<file path="config.mk">
export PLATFORM = sky130hd
export DESIGN_NAME = eda_pixel_loader
export DESIGN_NICKNAME = d
export VERILOG_FILES = /design/src/rtl/eda_loader_pkg.sv /design/src/rtl/eda_raster_counter.sv /design/src/rtl/eda_pixel_loader.sv
export SDC_FILE = /design/constraint.sdc
export NUM_CORES = 1
export LEC_CHECK = 0
export BUFFER_PORTS_ARGS = -buffer_cell sky130_fd_sc_hd__buf_4
export CAP_MARGIN = 20
export CORE_ASPECT_RATIO = 1.5
export CORE_UTILIZATION = 52
export CTS_BUF_LIST = sky130_fd_sc_hd__clkbuf_4 sky130_fd_sc_hd__clkbuf_8
export DETAILED_ROUTE_END_ITERATION = 16
export PLACE_DENSITY = 0.78
export SYNTH_ARGS = -nofsm -noshare
export SYNTH_HDL_FRONTEND = slang
export SYNTH_SLANG_ARGS = --single-unit
</file>
<file path="constraint.sdc">
create_clock -name clk -period 2.3 [get_ports clk]
set_input_delay 0.69 -clock clk [delete_from_list [all_inputs] [get_ports clk]]
set_output_delay 0.69 -clock clk [all_outputs]
set_load 0.01 [all_outputs]
</file>
<file path="src/rtl/eda_loader_pkg.sv">
// Shared types and helpers for the pixel loader.
package eda_loader_pkg;

  typedef enum logic [2:0] {
    IDLE      = 3'd0,
    LOAD      = 3'd1,
    SETTLE    = 3'd2,
    START     = 3'd3,
    WAIT_DONE = 3'd4
  } loader_state_e;

  // Width of a counter that must be able to hold the value max_count.
  function automatic int cnt_width(input int max_count);
    return (max_count < 1) ? 1 : $clog2(max_count + 1);
  endfunction

endpackage

</file>
<file path="src/rtl/eda_raster_counter.sv">
// Raster-order row/column counter. clr_i forces (0,0); clr_i together with
// inc_i yields the position after (0,0), which is how a restarted frame
// continues after its first pixel has been written to address 0.
module eda_raster_counter #(
  parameter int M       = 4,
  parameter int N       = 4,
  parameter int I_WIDTH = 2,
  parameter int J_WIDTH = 2
) (
  input  logic               clk,
  input  logic               reset,
  input  logic               clr_i,
  input  logic               inc_i,
  output logic [I_WIDTH-1:0] i_o,
  output logic [J_WIDTH-1:0] j_o,
  output logic               last_o
);

  localparam logic [I_WIDTH-1:0] I_LAST = I_WIDTH'(M - 1);
  localparam logic [J_WIDTH-1:0] J_LAST = J_WIDTH'(N - 1);

  logic [I_WIDTH-1:0] i_q, i_d, base_i;
  logic [J_WIDTH-1:0] j_q, j_d, base_j;

  // Next position: start from (0,0) when cleared, then step with wrap.
  always_comb begin
    base_i = clr_i ? '0 : i_q;
    base_j = clr_i ? '0 : j_q;
    i_d    = base_i;
    j_d    = base_j;
    if (inc_i) begin
      if (base_j == J_LAST) begin
        j_d = '0;
        i_d = (base_i == I_LAST) ? '0 : base_i + 1'b1;
      end else begin
        j_d = base_j + 1'b1;
      end
    end
  end

  // Position register.
  always_ff @(posedge clk) begin
    if (reset) begin
      i_q <= '0;
      j_q <= '0;
    end else begin
      i_q <= i_d;
      j_q <= j_d;
    end
  end

  assign i_o    = i_q;
  assign j_o    = j_q;
  assign last_o = (i_q == I_LAST) && (j_q == J_LAST);

endmodule

</file>
<file path="src/rtl/eda_pixel_loader.sv">
// Streams one raster-order frame into the regional-max core's image RAM,
// pulses start once the frame is written and settled, then blocks the
// stream until the core reports done.
// Optional macro EDA_LOADER_TIMEOUT_EN adds TIMEOUT_CYCLES and a timeout
// output that abandons WAIT_DONE when done never rises.
module eda_pixel_loader
  import eda_loader_pkg::*;
#(
  parameter int M             = 4,
  parameter int N             = 4,
  parameter int PIXEL_WIDTH   = 8,
  parameter int I_WIDTH       = 2,
  parameter int J_WIDTH       = 2,
  parameter int ADDR_WIDTH    = I_WIDTH + J_WIDTH,
  parameter int SETTLE_CYCLES = 3
`ifdef EDA_LOADER_TIMEOUT_EN
  , parameter int TIMEOUT_CYCLES = 4096
`endif
) (
  input  logic                   clk,
  input  logic                   reset,
  input  logic                   s_valid,
  output logic                   s_ready,
  input  logic [PIXEL_WIDTH-1:0] s_pixel,
  input  logic                   s_sof,
  output logic [ADDR_WIDTH-1:0]  wr_addr,
  output logic [PIXEL_WIDTH-1:0] pixel_out,
  output logic                   write_en,
  output logic                   start,
  input  logic                   done,
  output logic                   busy,
  output logic                   sof_err
`ifdef EDA_LOADER_TIMEOUT_EN
  , output logic                 timeout
`endif
);

  localparam int SW = cnt_width(SETTLE_CYCLES);
  localparam logic [SW-1:0] SETTLE_LAST = SW'(SETTLE_CYCLES);
  localparam bit SINGLE_PIXEL = (M * N == 1);

  loader_state_e          state_q, state_d;
  logic                   s_ready_q, s_ready_d;
  logic                   wr_en_q, wr_en_d;
  logic [ADDR_WIDTH-1:0]  wr_addr_q, wr_addr_d;
  logic [PIXEL_WIDTH-1:0] pixel_q, pixel_d;
  logic                   sof_err_q, sof_err_d;
  logic [SW-1:0]          settle_q, settle_d;
  logic                   done_q;
  logic                   cnt_clr, cnt_inc, cnt_last;
  logic [I_WIDTH-1:0]     cnt_i;
  logic [J_WIDTH-1:0]     cnt_j;
  logic                   transfer, done_rise;

`ifdef EDA_LOADER_TIMEOUT_EN
  localparam int TW = cnt_width(TIMEOUT_CYCLES);
  localparam logic [TW-1:0] TMO_LAST = TW'(TIMEOUT_CYCLES - 1);
  logic [TW-1:0] tmo_q, tmo_d;
  logic          timeout_q, timeout_d;
`endif

  assign transfer  = s_valid & s_ready_q;
  assign done_rise = done & ~done_q;

  eda_raster_counter #(
    .M       (M),
    .N       (N),
    .I_WIDTH (I_WIDTH),
    .J_WIDTH (J_WIDTH)
  ) u_counter (
    .clk    (clk),
    .reset  (reset),
    .clr_i  (cnt_clr),
    .inc_i  (cnt_inc),
    .i_o    (cnt_i),
    .j_o    (cnt_j),
    .last_o (cnt_last)
  );

  // State register.
  always_ff @(posedge clk) begin
    if (reset) begin
      state_q <= IDLE;
    end else begin
      state_q <= state_d;
    end
  end

  // Next state, write-path next values and the start strobe.
  always_comb begin
    state_d   = state_q;
    start     = 1'b0;
    cnt_clr   = 1'b0;
    cnt_inc   = 1'b0;
    wr_en_d   = 1'b0;
    wr_addr_d = wr_addr_q;
    pixel_d   = pixel_q;
    sof_err_d = 1'b0;
    settle_d  = '0;
`ifdef EDA_LOADER_TIMEOUT_EN
    tmo_d     = '0;
    timeout_d = 1'b0;
`endif
    case (state_q)
      IDLE: begin
        if (transfer) begin
          if (s_sof) begin
            wr_en_d   = 1'b1;
            wr_addr_d = '0;
            pixel_d   = s_pixel;
            cnt_clr   = 1'b1;
            cnt_inc   = 1'b1;
            state_d   = SINGLE_PIXEL ? SETTLE : LOAD;
          end else begin
            sof_err_d = 1'b1;
          end
        end
      end
      LOAD: begin
        if (transfer) begin
          wr_en_d = 1'b1;
          pixel_d = s_pixel;
          cnt_inc = 1'b1;
          if (s_sof) begin
            // Restart the frame: this pixel becomes (0,0).
            sof_err_d = 1'b1;
            wr_addr_d = '0;
            cnt_clr   = 1'b1;
          end else begin
            wr_addr_d = ADDR_WIDTH'({cnt_i, cnt_j});
            if (cnt_last) state_d = SETTLE;
          end
        end
      end
      SETTLE: begin
        // Entry cycle carries the final write; SETTLE_CYCLES idle cycles follow.
        if (settle_q == SETTLE_LAST) begin
          state_d = START;
        end else begin
          settle_d = settle_q + 1'b1;
        end
      end
      START: begin
        start   = 1'b1;
        state_d = WAIT_DONE;
      end
      WAIT_DONE: begin
        if (done_rise) begin
          state_d = IDLE;
        end
`ifdef EDA_LOADER_TIMEOUT_EN
        else if (tmo_q == TMO_LAST) begin
          state_d   = IDLE;
          timeout_d = 1'b1;
        end else begin
          tmo_d = tmo_q + 1'b1;
        end
`endif
      end
      default: state_d = IDLE;
    endcase
    s_ready_d = (state_d == IDLE) || (state_d == LOAD);
  end

  // Registered write port, handshake ready, framing-error pulse and done edge.
  always_ff @(posedge clk) begin
    if (reset) begin
      s_ready_q <= 1'b0;
      wr_en_q   <= 1'b0;
      wr_addr_q <= '0;
      pixel_q   <= '0;
      sof_err_q <= 1'b0;
      settle_q  <= '0;
      done_q    <= 1'b0;
    end else begin
      s_ready_q <= s_ready_d;
      wr_en_q   <= wr_en_d;
      wr_addr_q <= wr_addr_d;
      pixel_q   <= pixel_d;
      sof_err_q <= sof_err_d;
      settle_q  <= settle_d;
      done_q    <= done;
    end
  end

`ifdef EDA_LOADER_TIMEOUT_EN
  // Done-wait watchdog.
  always_ff @(posedge clk) begin
    if (reset) begin
      tmo_q     <= '0;
      timeout_q <= 1'b0;
    end else begin
      tmo_q     <= tmo_d;
      timeout_q <= timeout_d;
    end
  end

  assign timeout = timeout_q;
`endif

  assign s_ready   = s_ready_q;
  assign write_en  = wr_en_q;
  assign wr_addr   = wr_addr_q;
  assign pixel_out = pixel_q;
  assign sof_err   = sof_err_q;
  assign busy      = (state_q != IDLE);

endmodule

</file>
==> After elaboration in Yosys (flattened, before gate mapping) <==
Cells that the tools add are included.
{ "totals": {"regBits": 25, "latchBits": 0, "mem_bits_rw": 0, "romBits": 0, "input_bits": 13, "mem_count": 0} }
{ "classes": {"addsub": 3, "multipliers": 0, "n_div": 0, "order_cmp": 0, "eq_ne": 13, "n_shift": 0, "mux": 33, "bitwise": 4, "n_reduce_logical": 9} }
{ "ops": {"columns": ["op", "count"], "rows": [
  ["8-bit 2-to-1 mux", 3],
  ["3-bit 2-to-1 mux", 7],
  ["4-bit 2-to-1 mux", 4],
  ["8-bit one-hot mux with 2 select lines", 1],
  ["3-bit one-hot mux with 5 select lines", 1],
  ["2-bit 2-to-1 mux", 7],
  ["2-bit == test (second input constant)", 5],
  ["4-bit one-hot mux with 2 select lines", 1],
  ["1-bit 2-to-1 mux", 7],
  ["2-bit by 1-bit adder with 2-bit output (second input constant)", 3],
  ["3-bit by 1-bit == test with 1-bit output (second input constant)", 2],
  ["3-bit by 2-bit == test with 1-bit output (second input constant)", 2],
  ["3-bit logical NOT", 2],
  ["2-bit != test (second input constant)", 3],
  ["1-bit one-hot mux with 2 select lines", 2],
  ["4-bit AND reduction", 1],
  ["3-bit == test (second input constant)", 1],
  ["3-bit nonzero test", 1],
  ["3-bit OR reduction", 1],
  ["1-bit bitwise AND", 2],
  ["1-bit NOT", 2],
  ["2-bit nonzero test", 1],
  ["2-bit OR reduction", 1],
  ["1-bit logical AND", 1],
  ["1-bit logical OR", 1]
]} }

==> Logic depth before layout (Yosys ltp) <==
Gate-level depths: netlist of run 1.
{ "logic_depth": {"depth_word": 8, "ltp_mapped": 7, "ltp_nobuf": 6} }

==> Modules after synthesis <==
From an unflattened synthesis of run 1, not the netlist that was laid out.
{ "hier_totals": {"hier_cells": 121, "hier_area_um2": 1101.1} }
{ "by_module_without_submodules": {"columns": ["mod", "n_inst", "cells_each", "area_per_inst_um2"], "rows": [
  ["eda_pixel_loader", 1, 102, 912.1],
  ["eda_raster_counter", 1, 19, 188.9]
]} }

==> Worst setup path after synthesis of run 1 <==
OpenSTA, ideal clock, no wires.
{ "synth_path": {"path_kind": "input -> register", "start": "input s_valid", "end": "register u_counter.i_q[1], in the netlist u_counter.i_o[1]", "setup_time_ns": 0.074, "arrival_time_ns": 1.914, "slack_ns": 0.312, "stages": 6, "n_path_buf": 0, "cell_sequence": "and4bb_2 -> a21boi_0 -> ha_1 -> nand3_1 -> or4_1 -> a31oi_1"} }
{ "synth_between": {"elab_chain_len": 8, "elab_cells_between_ends": 13, "cone_classes": "1 x add/sub; 2 x eq/ne; 9 x mux; 1 x bitwise"} }
{ "synth_rtl": {"columns": ["item", "line_no", "text"], "rows": [
  ["start: declaration", "eda_pixel_loader.sv:22", "input logic s_valid,"],
  ["1-bit bitwise AND (*)", "eda_pixel_loader.sv:62", "assign transfer = s_valid & s_ready_q;"],
  ["1-bit 2-to-1 mux", "eda_pixel_loader.sv:120", "if (transfer) begin"],
  ["1-bit 2-to-1 mux", null, null],
  ["2-bit 2-to-1 mux", "eda_raster_counter.sv:27", "base_i = clr_i ? '0 : i_q;"],
  ["2-bit by 1-bit adder with 2-bit output / 2-bit == test (equally long branches)", "eda_raster_counter.sv:34", "i_d = (base_i == I_LAST) ? '0 : base_i + 1'b1;"],
  ["2-bit 2-to-1 mux", "eda_raster_counter.sv:34", null],
  ["2-bit 2-to-1 mux", "eda_raster_counter.sv:32", "if (base_j == J_LAST) begin"],
  ["2-bit 2-to-1 mux (*)", "eda_raster_counter.sv:31", "if (inc_i) begin"],
  ["end signal: assignment", "eda_raster_counter.sv:47", "i_q <= i_d;"],
  ["end: declaration", "eda_raster_counter.sv:22", "logic [I_WIDTH-1:0] i_q, i_d, base_i;"]
]} }
Mark *: on every way between the ends. The rest lies on a longest branch, timed or not.
A chain may end at the register's enable or synchronous reset.

==> Worst setup path in the final report of run 1 <==
{ "layout_path": {"start": "register state_q[1]", "end": "output busy"} }
{ "layout_between": {"elab_chain_len": 1} }
{ "layout_rtl": {"columns": ["item", "line_no", "text"], "rows": [
  ["start: declaration", "eda_pixel_loader.sv:42", "loader_state_e state_q, state_d;"],
  ["start signal: assignment", "eda_pixel_loader.sv:85", "state_q <= state_d;"],
  ["3-bit nonzero test", "eda_pixel_loader.sv:206", "assign busy = (state_q != IDLE);"],
  ["end: declaration", "eda_pixel_loader.sv:31", "output logic busy,"]
]} }
Every way passes these cells.

==> results.md, run 1 <==
* critical path required time: 1.61 ns
* source-to-sink clock delay at the later pin of the worst-skew pair: 0.31 ns
* Syn Area/Cell: 9.40 µm²
* unrepaired setup endpoints after global routing: false
* die area: 0.00251 mm²
* final setup fails: 0
* portion of the clock cycle consumed by the worst path in the final layout: 88.3%
* Routed Wire Length: 2270 µm
* Util after Layout: 66.4%
* total count of hold-check failures in the final report: 0
* Max Cap Violations: 0
* reg-to-reg setup timing slack: 0.42 ns
* Synthesis Warnings: 0
* pin count of the biggest net entering global routing: 38
* synthesis-stage register bit count: 25
* Fmax achieved: 492 MHz
* post-detailed-placement half-perimeter wirelength: 1660 µm
* Max Fanout on Critical Path: 10
* total number of vias: 993
* Antenna Diode Count: 0
* portion of the post-synthesis area used by sequential elements: 41.6%
* Combinational Power Share: 12.1%
* aggregate negative setup slack: 0 ns
* violation count after the first detailed-routing iteration: 18
* antenna violations before repair: 0
* number of buffers created by CTS: 3
* root buf cell: sky130_fd_sc_hd__clkbuf_4
* area delta synth->final: 21.7%
* signal arrival time at the worst endpoint: 1.34 ns
* GR Overflow Total: 0
* detailed-routing iteration count for the pre-antenna-repair pass: 4
* DIE WIDTH: 41.3 µm
* core area: 0.00221 mm²
* number of enable flip-flop cells after synthesis: 0
* clock buffer depth: 2
* measured slew at the worst slew-check pin: 0.377 ns
* peak supply drop: 411 µV
* LEAKAGE: 0.000592 µW
* global-route wire length before repair: 3530 µm
* CTS hold repair buffers: 0
* die height: 60.9 µm
* TritonCTS clock tree: built
* routability cong.: 0.759
* number of distinct library cells after synthesis: 35
* post-layout net count: 171
* fraction of registers with async set or reset after synthesis: 0%
* WL per Instance: 12.7 µm
* run status: finished clean
* kind of end point of the critical path: output port
* Clock H-tree levels: 1
* ratio of routed vias to standard cells: 5.58
* path category of the worst min-delay check: flip-flop to flip-flop
* setup bufs post-CTS: 0
* total power divided by cell area: 509 mW/mm²
* share of cells above drive strength 1: 25.8%
* worst setup path category: flip-flop to output port
* number of clock sinks seen by CTS: 25
* Post-Syn Nets: 143
* Period minus WS final: 2.03 ns
* synthesized cell area: 0.00120 mm²
* Critical Path Start Type: flip-flop
* clock-pin slew of the registers on the worst-case setup and hold paths: 0.13 ns
* count of final max-slew check failures: 0
* net load switching power: 173 µW
* fraction of power spent switching nets: 23.2%
* remaining max-slew budget at the tightest pin: 74.2%
* floorplan row count: 21
* number of routed nets with antenna violations: 0
* via count of the first global-routing pass: 889
* # resized after CTS: 0
* Final Skew: 0.00433 ns
* Int Pwr: 573 µW
* GRT Total Usage: 20.4%
* cell count after synthesis: 128
* remaining routing DRC violations: 0
* buffers added on ports: 29
* number of top-level design ports: 30
* Total Power Consumption: 746 µW
* most used flip-flop cell after synthesis: sky130_fd_sc_hd__dfxtp_1
* fraction of power consumed by sequential logic: 60.7%
* Initial Util: 54.5%
* part of the power in the clock network: 27.2%
layer usage:
layer / routed length [µm] / track usage (%) / part of all wire [%]
met5: 0 / 0 / 0
met4: 44 / 10.6 / 1.9
met3: 97 / 2.20 / 4.3
met2: 1150 / 36.8 / 51
met1: 970 / 21.5 / 43
synth_stat cells, types with 3 or more instances:
master | instances | area, µm²
sky130_fd_sc_hd__dfxtp_1 | 25 | 500
sky130_fd_sc_hd__nor2_1 | 7 | 26.3
sky130_fd_sc_hd__nand3b_1 | 6 | 45.0
sky130_fd_sc_hd__or4_1 | 3 | 22.5
sky130_fd_sc_hd__nand2b_1 | 24 | 150
sky130_fd_sc_hd__buf_2 | 3 | 15.0
sky130_fd_sc_hd__mux2i_1 | 13 | 130
sky130_fd_sc_hd__a21oi_1 | 3 | 15.0
sky130_fd_sc_hd__a31oi_1 | 3 | 18.8
sky130_fd_sc_hd__inv_1 | 4 | 15.0
sky130_fd_sc_hd__clkbuf_1 | 6 | 22.5
sky130_fd_sc_hd__nor2b_1 | 3 | 18.8
path summary, 6_finish.rpt:
check                     end  cells past startpoint   startpoint
max                      busy                      3   state_q[1]
min               settle_q[0]                      1  settle_q[0]
max reg2reg  u_counter.i_o[1]                      6   state_q[2]
min reg2reg       settle_q[0]                      1  settle_q[0]
flip-flops by register name (all words and copies together) (netlist names):
register / flops
done_q: 1
pixel_out: 8
s_ready: 1
settle_q: 2
sof_err: 1
state_q: 3
u_counter.i_o: 2
u_counter.j_o: 2
wr_addr: 4
write_en: 1
final cells by class:
class / count / area (µm²)
fillers: 190 / 742
multi-input cells: 89 / 643
flip-flops and latches: 25 / 500
repair buffers: 33 / 248
clock buffers: 4 / 30.0
well taps: 23 / 28.8
inverters: 4 / 15.0
critical path, cell delays in order, from the launching register on:
cell and delay, ns:
sky130_fd_sc_hd__dfxtp_1 0.35, sky130_fd_sc_hd__buf_4 0.17, sky130_fd_sc_hd__or3_1 0.37, sky130_fd_sc_hd__buf_4 0.15
power by group through the flow:
stage          logic [µW]  registers, µW  clock network [µW]
2_1_floorplan        52.8            462                   0
3_3_place_gp         88.9            461                   0
3_5_place_dp         91.3            462                   0
4_1_cts              91.6            452                 209
5_1_grt              99.4            454                 224
6_report             90.3            452                 203
metrics by stage:
step / std cells / cell area [µm²] / hold slack (ns) / setup slack [ns]
2_1_floorplan: 128 / 1200 / 0.397 / 0.312
3_3_place_gp: 174 / 1440 / 0.405 / 0.136
3_5_place_dp: 174 / 1440 / 0.412 / 0.0385
4_1_cts: 178 / 1470 / 0.431 / 0.268
5_1_grt: 178 / 1470 / 0.453 / 0.210
6_report: 178 / 1470 / 0.427 / 0.268
layout by cell type, fill, tap and decap left out, drive strengths merged, types with 2 or more instances in the layout:
| master | n |
|---|---|
| clkbuf | 4 |
| nand2b | 24 |
| mux2i | 13 |
| nor3 | 2 |
| nand3b | 6 |
| dfxtp | 25 |
| a21oi | 3 |
| nor2b | 3 |
| a31oi | 3 |
| buf | 33 |
| nor2 | 8 |
| or4 | 3 |
| inv | 4 |
| and3b | 2 |
| o21ai | 2 |
| a2111oi | 2 |
| ha | 2 |
cell families (layout without fill, tap and decap cells):
family	count (synthesis)	after routing	synth area share [%]
DFF	25	25	41.6
and+or+nand+nor	59	59	32.1
buffers and inverters	14	41	4.99
adders and majority gates	2	2	2.08
muxes	13	13	10.8
AOI/OAI and AO/OA	14	14	7.69
xor gates and xnor gates	1	1	0.728
Note: power is estimated with default switching activity, not from simulation.
==> run 2, diff against run 1 <==
Settings changed: ABC_AREA set to 1, PLACE_DENSITY 0.78 to 0.8, TNS_END_PERCENT set to 5.
==> run 2 against run 1 <==
Against the previous run:
- flip-flop and latch count unchanged
- non-clock buffer count down 3
- clock-buffer cell count down 1
- wire length down 1.5%
- critical path depth unchanged
- critical endpoint unchanged
==> results.md, run 2 <==
* WL per Instance: 11.8 µm, was 12.7 µm
* worst-path cell with the longest stage delay: sky130_fd_sc_hd__dfxtp_1, was sky130_fd_sc_hd__or3_1
* antenna violations before repair: 0, unchanged
* kind of end point of the critical path: output port, unchanged
* Clock H-tree levels: 1, unchanged
* unrepaired setup endpoints after global routing: false, unchanged
* CTS hold repair buffers: 0, unchanged
* Fmax achieved: 543 MHz, was 492 MHz
* Final Skew: 0.00540 ns, was 0.00433 ns
* top library cells by usage in the layout, fill and taps aside: sky130_fd_sc_hd__buf_4, sky130_fd_sc_hd__nand2_1, sky130_fd_sc_hd__dfxtp_1, was sky130_fd_sc_hd__buf_4, sky130_fd_sc_hd__dfxtp_1, sky130_fd_sc_hd__nand2b_1
* number of enable flip-flop cells after synthesis: 0, unchanged
* total number of vias: 942, was 993
* Period minus WS final: 1.84 ns, was 2.03 ns
* die height: 57.7 µm, was 60.9 µm
* share of cells above drive strength 1: 32.1%, was 25.8%
* clock-pin slew of the registers on the worst-case setup and hold paths: 0.13 ns, about the same
* LEAKAGE: 0.000605 µW, was 0.000592 µW
* Initial Util: 57.2%, was 54.5%
* GRT Total Usage: 22.2%, was 20.4%
* post-synthesis cell type with the largest combined area: sky130_fd_sc_hd__dfxtp_1, unchanged
* Cells after DPL: 185, was 174
* run status: finished clean, unchanged
* number of non-filler instances in the completed layout: 189, was 178
* portion of the clock cycle consumed by the worst path in the final layout: 80.1%, was 88.3%
* commonest non-fill, non-tap cell in the layout: sky130_fd_sc_hd__buf_4, unchanged
* total count of hold-check failures in the final report: 0, unchanged
* DIE WIDTH: 39.1 µm, was 41.3 µm
* flip-flop count of the largest register after layout: 8, unchanged
* core area: 0.00188 mm², was 0.00221 mm²
* number of top-level design ports: 30, unchanged
* signal arrival time at the worst endpoint: 1.15 ns, was 1.34 ns
* global-route wire length before repair: 3610 µm, was 3530 µm
* chain of cells forming the critical path: nor2_4 > nand2_1 > buf_4, was buf_4 > or3_1 > buf_4
* Post-Syn Nets: 151, was 143
* most numerous cell types in the synthesized netlist: sky130_fd_sc_hd__nand2_1, sky130_fd_sc_hd__dfxtp_1, sky130_fd_sc_hd__nor2_1, was sky130_fd_sc_hd__dfxtp_1, sky130_fd_sc_hd__nand2b_1, sky130_fd_sc_hd__mux2i_1
* area fraction of the dominant cell type after synthesis: 46.6%, was 41.6%
* violation count after the first detailed-routing iteration: 5, was 18
* measured slew at the worst slew-check pin: 0.455 ns, was 0.377 ns
* TritonCTS clock tree: built, unchanged
* CP Buf/Inv Count: 1, was 2
* most used flip-flop cell after synthesis: sky130_fd_sc_hd__dfxtp_1, unchanged
* Max Cap Violations: 0, unchanged
* remaining routing DRC violations: 0, unchanged
* root buf cell: sky130_fd_sc_hd__clkbuf_4, unchanged
* remaining max-slew budget at the tightest pin: 69.5%, was 74.2%
* cell count after synthesis: 136, was 128
* detailed-routing iteration count for the pre-antenna-repair pass: 4, unchanged
* setup bufs post-CTS: 0, unchanged
* number of inserted filler cells in the final layout: 180, was 190
* post-detailed-placement half-perimeter wirelength: 1770 µm, was 1660 µm
* number of clock sinks seen by CTS: 25, unchanged
* worst setup path category: flip-flop to output port, unchanged
* die area: 0.00226 mm², was 0.00251 mm²
* Max Fanout on Critical Path: 6, was 10
* Critical Path Start Type: flip-flop, unchanged
* synthesized cell area: 0.00107 mm², was 0.00120 mm²
* total power divided by cell area: 539 mW/mm², was 509 mW/mm²
* source-to-sink clock delay at the later pin of the worst-skew pair: 0.31 ns, about the same
* multi-input combinational cell area: 482 µm², was 643 µm²
* fraction of registers with async set or reset after synthesis: 0%, unchanged
* synthesis-stage register bit count: 25, unchanged
* critical path required time: 1.61 ns, about the same
* path category of the worst min-delay check: flip-flop to flip-flop, unchanged
* clock buffer depth: 2, unchanged
* Synthesis Warnings: 0, unchanged
* ratio of routed vias to standard cells: 4.98, was 5.58
* floorplan row count: 19, was 21
* number of routed nets with antenna violations: 0, unchanged
* cell count of the worst hold path: 1, unchanged
* area delta synth->final: 24.1%, was 21.7%
* GR Overflow Total: 0, unchanged
* post-layout net count: 184, was 171
* count of final max-slew check failures: 0, unchanged
* register cell area after layout: 500 µm², unchanged
* final setup fails: 0, unchanged
* buffers added on ports: 29, unchanged
* peak supply drop: 438 µV, was 411 µV
* library cell with the highest instance count after synthesis: sky130_fd_sc_hd__nand2_1, was sky130_fd_sc_hd__dfxtp_1
* number of distinct library cells after synthesis: 24, was 35
* aggregate negative setup slack: 0 ns, unchanged
* slowest stage delay, CP: 0.38 ns, was 0.37 ns
* Critical Path Stages: 3, unchanged
* Syn Area/Cell: 7.90 µm², was 9.40 µm²
* # resized after CTS: 0, unchanged
* pin count of the biggest net entering global routing: 16, was 38
* routability cong.: 0.745, was 0.759
* worst-case reg-to-reg path depth: 9, was 6
* Antenna Diode Count: 0, unchanged
* via count of the first global-routing pass: 854, was 889
* number of buffers created by CTS: 3, unchanged
* portion of the post-synthesis area used by sequential elements: 46.6%, was 41.6%
* largest cells by area after synthesis: sky130_fd_sc_hd__dfxtp_1, sky130_fd_sc_hd__nand2_1, sky130_fd_sc_hd__nor2_1, was sky130_fd_sc_hd__dfxtp_1, sky130_fd_sc_hd__nand2b_1, sky130_fd_sc_hd__mux2i_1
* Routed Wire Length: 2230 µm, was 2270 µm
* cell class contributing the biggest share of worst-path delay: flip-flops, was simple AND/OR/NAND/NOR gates
==> run 2: stage by stage <==
stage / setup WS [ns] / power [µW] / instance area [µm²] / utilization, % / hold slack [ns]
floorplan: 0.577 / 504 / 1070 / - / 0.397
global placement: 0.436 / 538 / 1310 / 69.6 / 0.407
detailed placement: 0.346 / 541 / 1310 / 69.6 / 0.428
CTS: 0.440 / 727 / 1330 / 71.0 / 0.447
global route: 0.401 / 753 / 1330 / 71.0 / 0.465
finish: 0.457 / 719 / 1330 / 71.0 / 0.445
==> run 2: worst register-to-register path, delay by kind of cell, from the launching register on <==
family	cells	cell delay (ns)
fa+ha+maj	1	0.19
buf+inv	2	0.14
flops	1	0.38
compound gates	1	0.15
simple gates	5	0.58
==> run 2: final cells by class <==
type | count | area share, %
Clock inverter | 1 | 0.375
Multi-Input combinational cell | 91 | 36.1
Timing Repair Buffer | 30 | 16.9
Inverter | 18 | 5.44
Clock buffer | 3 | 1.69
Sequential cell | 25 | 37.5
Tap cell | 21 | 1.97
==> run 2: logic make-up (layout without fill, tap and decap cells) <==
kind of cell	count (synthesis)	after routing	share of synthesized area (%)
compound gates	20	20	12.7
simple gates	69	69	29.8
flops	25	25	46.6
fa+ha+maj	2	2	2.33
buf+inv	20	52	8.61
==> run 2: path summary, 6_finish.rpt <==
check	start	end	slack [ns]
min	settle_q[0]	settle_q[0]	0.45
max reg2reg	state_q[1]	u_counter.i_o[1]	0.77
min reg2reg	settle_q[0]	settle_q[0]	0.45
max	state_q[1]	busy	0.46
==> run 2: where the power goes <==
| group | switching, µW | total [µW] | leakage, µW | internal (µW) |
|---|---|---|---|---|
| Combinational | 43.8 | 80.7 | 0.000385 | 36.9 |
| Clock | 123 | 187 | 0.0000177 | 64.8 |
| Sequential | 6.95 | 450 | 0.000203 | 443 |
| Total | 173 | 719 | 0.000605 | 545 |
==> run 2: per-layer routing <==
layer  vias up  global-route usage [%]  part of all wire, %
met5         -                       0                    0
met4         0                    7.39                 0.72
met3         2                    2.68                  2.9
met2        20                    39.8                   57
met1       429                    25.9                   40
li1        491                       -                    -
==> run 3, diff against run 2 <==
Clock period 2.3 ns to 1.8 ns, I/O delays scaled along.
==> run 3 against run 2 <==
Against the previous run:
- clock power up 33%
- power is 30% higher
- register-to-register slack worse by 0.51 ns
- combinational power up 34%
- clock skew increased by 0.0022 ns
- clock-buffer cell count is the same
- largest cell class unchanged
- highest routed layer unchanged
==> results.md, run 3 (synthesis gave the netlist of run 2 again) <==
* run status: finished clean, unchanged
* total number of vias: 973, was 942
* global-route wire length before repair: 3500 µm, was 3610 µm
* number of buffers created by CTS: 3, unchanged
* die area: 0.00226 mm², unchanged
* measured slew at the worst slew-check pin: 0.349 ns, was 0.455 ns
* CTS hold repair buffers: 0, unchanged
* antenna violations before repair: 0, unchanged
* final setup fails: 0, unchanged
* Placed Area: 0.00132 mm², was 0.00131 mm²
* commonest non-fill, non-tap cell in the layout: sky130_fd_sc_hd__buf_4, unchanged
* Routed Wire Length: 2250 µm, was 2230 µm
* portion of the clock cycle consumed by the worst path in the final layout: 95.8%
* Final Skew: 0.00756 ns, was 0.00540 ns
* remaining routing DRC violations: 0, unchanged
* share of cells above drive strength 1: 32.9%, was 32.1%
* aggregate negative setup slack: 0 ns, unchanged
* Antenna Diode Count: 0, unchanged
* violation count after the first detailed-routing iteration: 26, was 5
* number of non-filler instances in the completed layout: 191, was 189
* LEAKAGE: 0.000615 µW, was 0.000605 µW
* number of top-level design ports: 30, unchanged
* reg-to-reg setup timing slack: 0.26 ns, was 0.77 ns
* Worst Hold Launch: done, was settle_q[0]
* die height: 57.7 µm, unchanged
* pre-CTS setup slack: -0.00421 ns, was 0.346 ns
* unrepaired setup endpoints after global routing: false, unchanged
* floorplan row count: 19, unchanged
* Non-Filler Cell Area, Final: 0.00135 mm², was 0.00133 mm²
* # resized after CTS: 0, unchanged
* Clock H-tree levels: 1, unchanged
* DIE WIDTH: 39.1 µm, unchanged
* buffers added on ports: 29, unchanged
* crit path setup slack, layout: 0.0760 ns, was 0.457 ns
* termination of the worst setup path: busy, unchanged
* critical path required time: 1.26 ns, was 1.61 ns
* worst setup path category: flip-flop to output port, unchanged
* top library cells by usage in the layout, fill and taps aside: sky130_fd_sc_hd__buf_4, sky130_fd_sc_hd__nand2_1, sky130_fd_sc_hd__dfxtp_1, unchanged
* routability cong.: 0.784, was 0.745
* pin count of the biggest net entering global routing: 15, was 16
* number of clock sinks seen by CTS: 25, unchanged
* total count of hold-check failures in the final report: 0, unchanged
* GRT Total Usage: 21.6%, was 22.2%
* Cells after DPL: 187, was 185
* flip-flop count of the largest register after layout: 8, unchanged
* path category of the worst min-delay check: primary input to flip-flop, was flip-flop to flip-flop
* post-detailed-placement half-perimeter wirelength: 1750 µm, was 1770 µm
* Critical Path Start Type: flip-flop, unchanged
* detailed-routing iteration count for the pre-antenna-repair pass: 4, unchanged
* source-to-sink clock delay at the later pin of the worst-skew pair: 0.32 ns, was 0.31 ns
* Period minus WS final: 1.72 ns
* Fmax achieved: 580 MHz
* count of final max-slew check failures: 0, unchanged
* root buf cell: sky130_fd_sc_hd__clkbuf_4, unchanged
* via count of the first global-routing pass: 920, was 854
* area delta synth->final: 25.5%, was 24.1%
* peak supply drop: 574 µV, was 438 µV
* number of inserted filler cells in the final layout: 168, was 180
* core area: 0.00188 mm², unchanged
* start of the worst register-to-register path: state_q[1], unchanged
* Max Fanout on Critical Path: 6, unchanged
* Max Cap Violations: 0, unchanged
* Initial Util: 57.2%, unchanged
* TritonCTS clock tree: built, unchanged
* signal arrival time at the worst endpoint: 1.18 ns, was 1.15 ns
* WL per Instance: 11.8 µm, about the same
* kind of end point of the critical path: output port, unchanged
* number of routed nets with antenna violations: 0, unchanged
* setup bufs post-CTS: 0, unchanged
* total power divided by cell area: 690 mW/mm², was 539 mW/mm²
* post-layout net count: 186, was 184
* GR Overflow Total: 0, unchanged
* ratio of routed vias to standard cells: 5.09, was 4.98
* worst-case reg-to-reg path depth: 10, was 9
* worst setup path start: state_q[1], unchanged
* RR Endpoint: u_counter.i_o[1], unchanged
* remaining max-slew budget at the tightest pin: 76.6%, was 69.5%
* clock buffer depth: 2, unchanged
* clock-pin slew of the registers on the worst-case setup and hold paths: 0.13 ns, about the same
-- run 3: report_power, final --
part	internal (µW)	leakage, µW	switching, µW
clock network	83.3	0.0000177	165
logic	49.9	0.000394	57.8
registers	567	0.000203	8.61
-- run 3: final cells by class --
| class | instances | area [µm²] | area share, % |
|---|---|---|---|
| timing repair buffer | 32 | 240 | 17.8 |
| clock buffer | 3 | 22.5 | 1.67 |
| tap | 21 | 26.3 | 1.95 |
| sequential | 25 | 500 | 37.1 |
| inverter | 18 | 72.6 | 5.38 |
| multi-input combinational | 91 | 482 | 35.7 |
| clock inverter | 1 | 5.00 | 0.371 |
-- run 3: critical path, cell delays in order, from the launching register on --
cell and delay (ns):
sky130_fd_sc_hd__dfxtp_1 0.39, sky130_fd_sc_hd__nor2_4 0.22, sky130_fd_sc_hd__nand2_1 0.11, sky130_fd_sc_hd__buf_4 0.16
-- run 3: per-layer routing --
metal | vias to the layer above | part of all wire, % | wire length (µm) | global-route usage [%]
met5 | - | 0 | 0 | 0
met3 | 5 | 3.6 | 81 | 2.68
met2 | 27 | 56 | 1260 | 40.5
met1 | 449 | 39 | 867 | 22.5
met4 | 0 | 1.8 | 41 | 8.87
li1 | 492 | - | - | -
-- run 3: worst min path at each step --
stage / cells past startpoint / endpoint
final: 3 / done_q
after global routing: 1 / settle_q[0]
after CTS: 3 / done_q
after detailed placement: 1 / settle_q[0]
after global placement: 1 / settle_q[0]
after floorplan: 1 / settle_q[0]
-- run 3: per-stage QoR --
step / util (%) / power, µW / hold slack, ns
2_1_floorplan: - / 644 / 0.397
3_3_place_gp: 70.4 / 692 / 0.408
3_5_place_dp: 70.4 / 696 / 0.427
4_1_cts: 71.8 / 932 / 0.439
5_1_grt: 71.8 / 959 / 0.448
6_report: 71.8 / 931 / 0.431
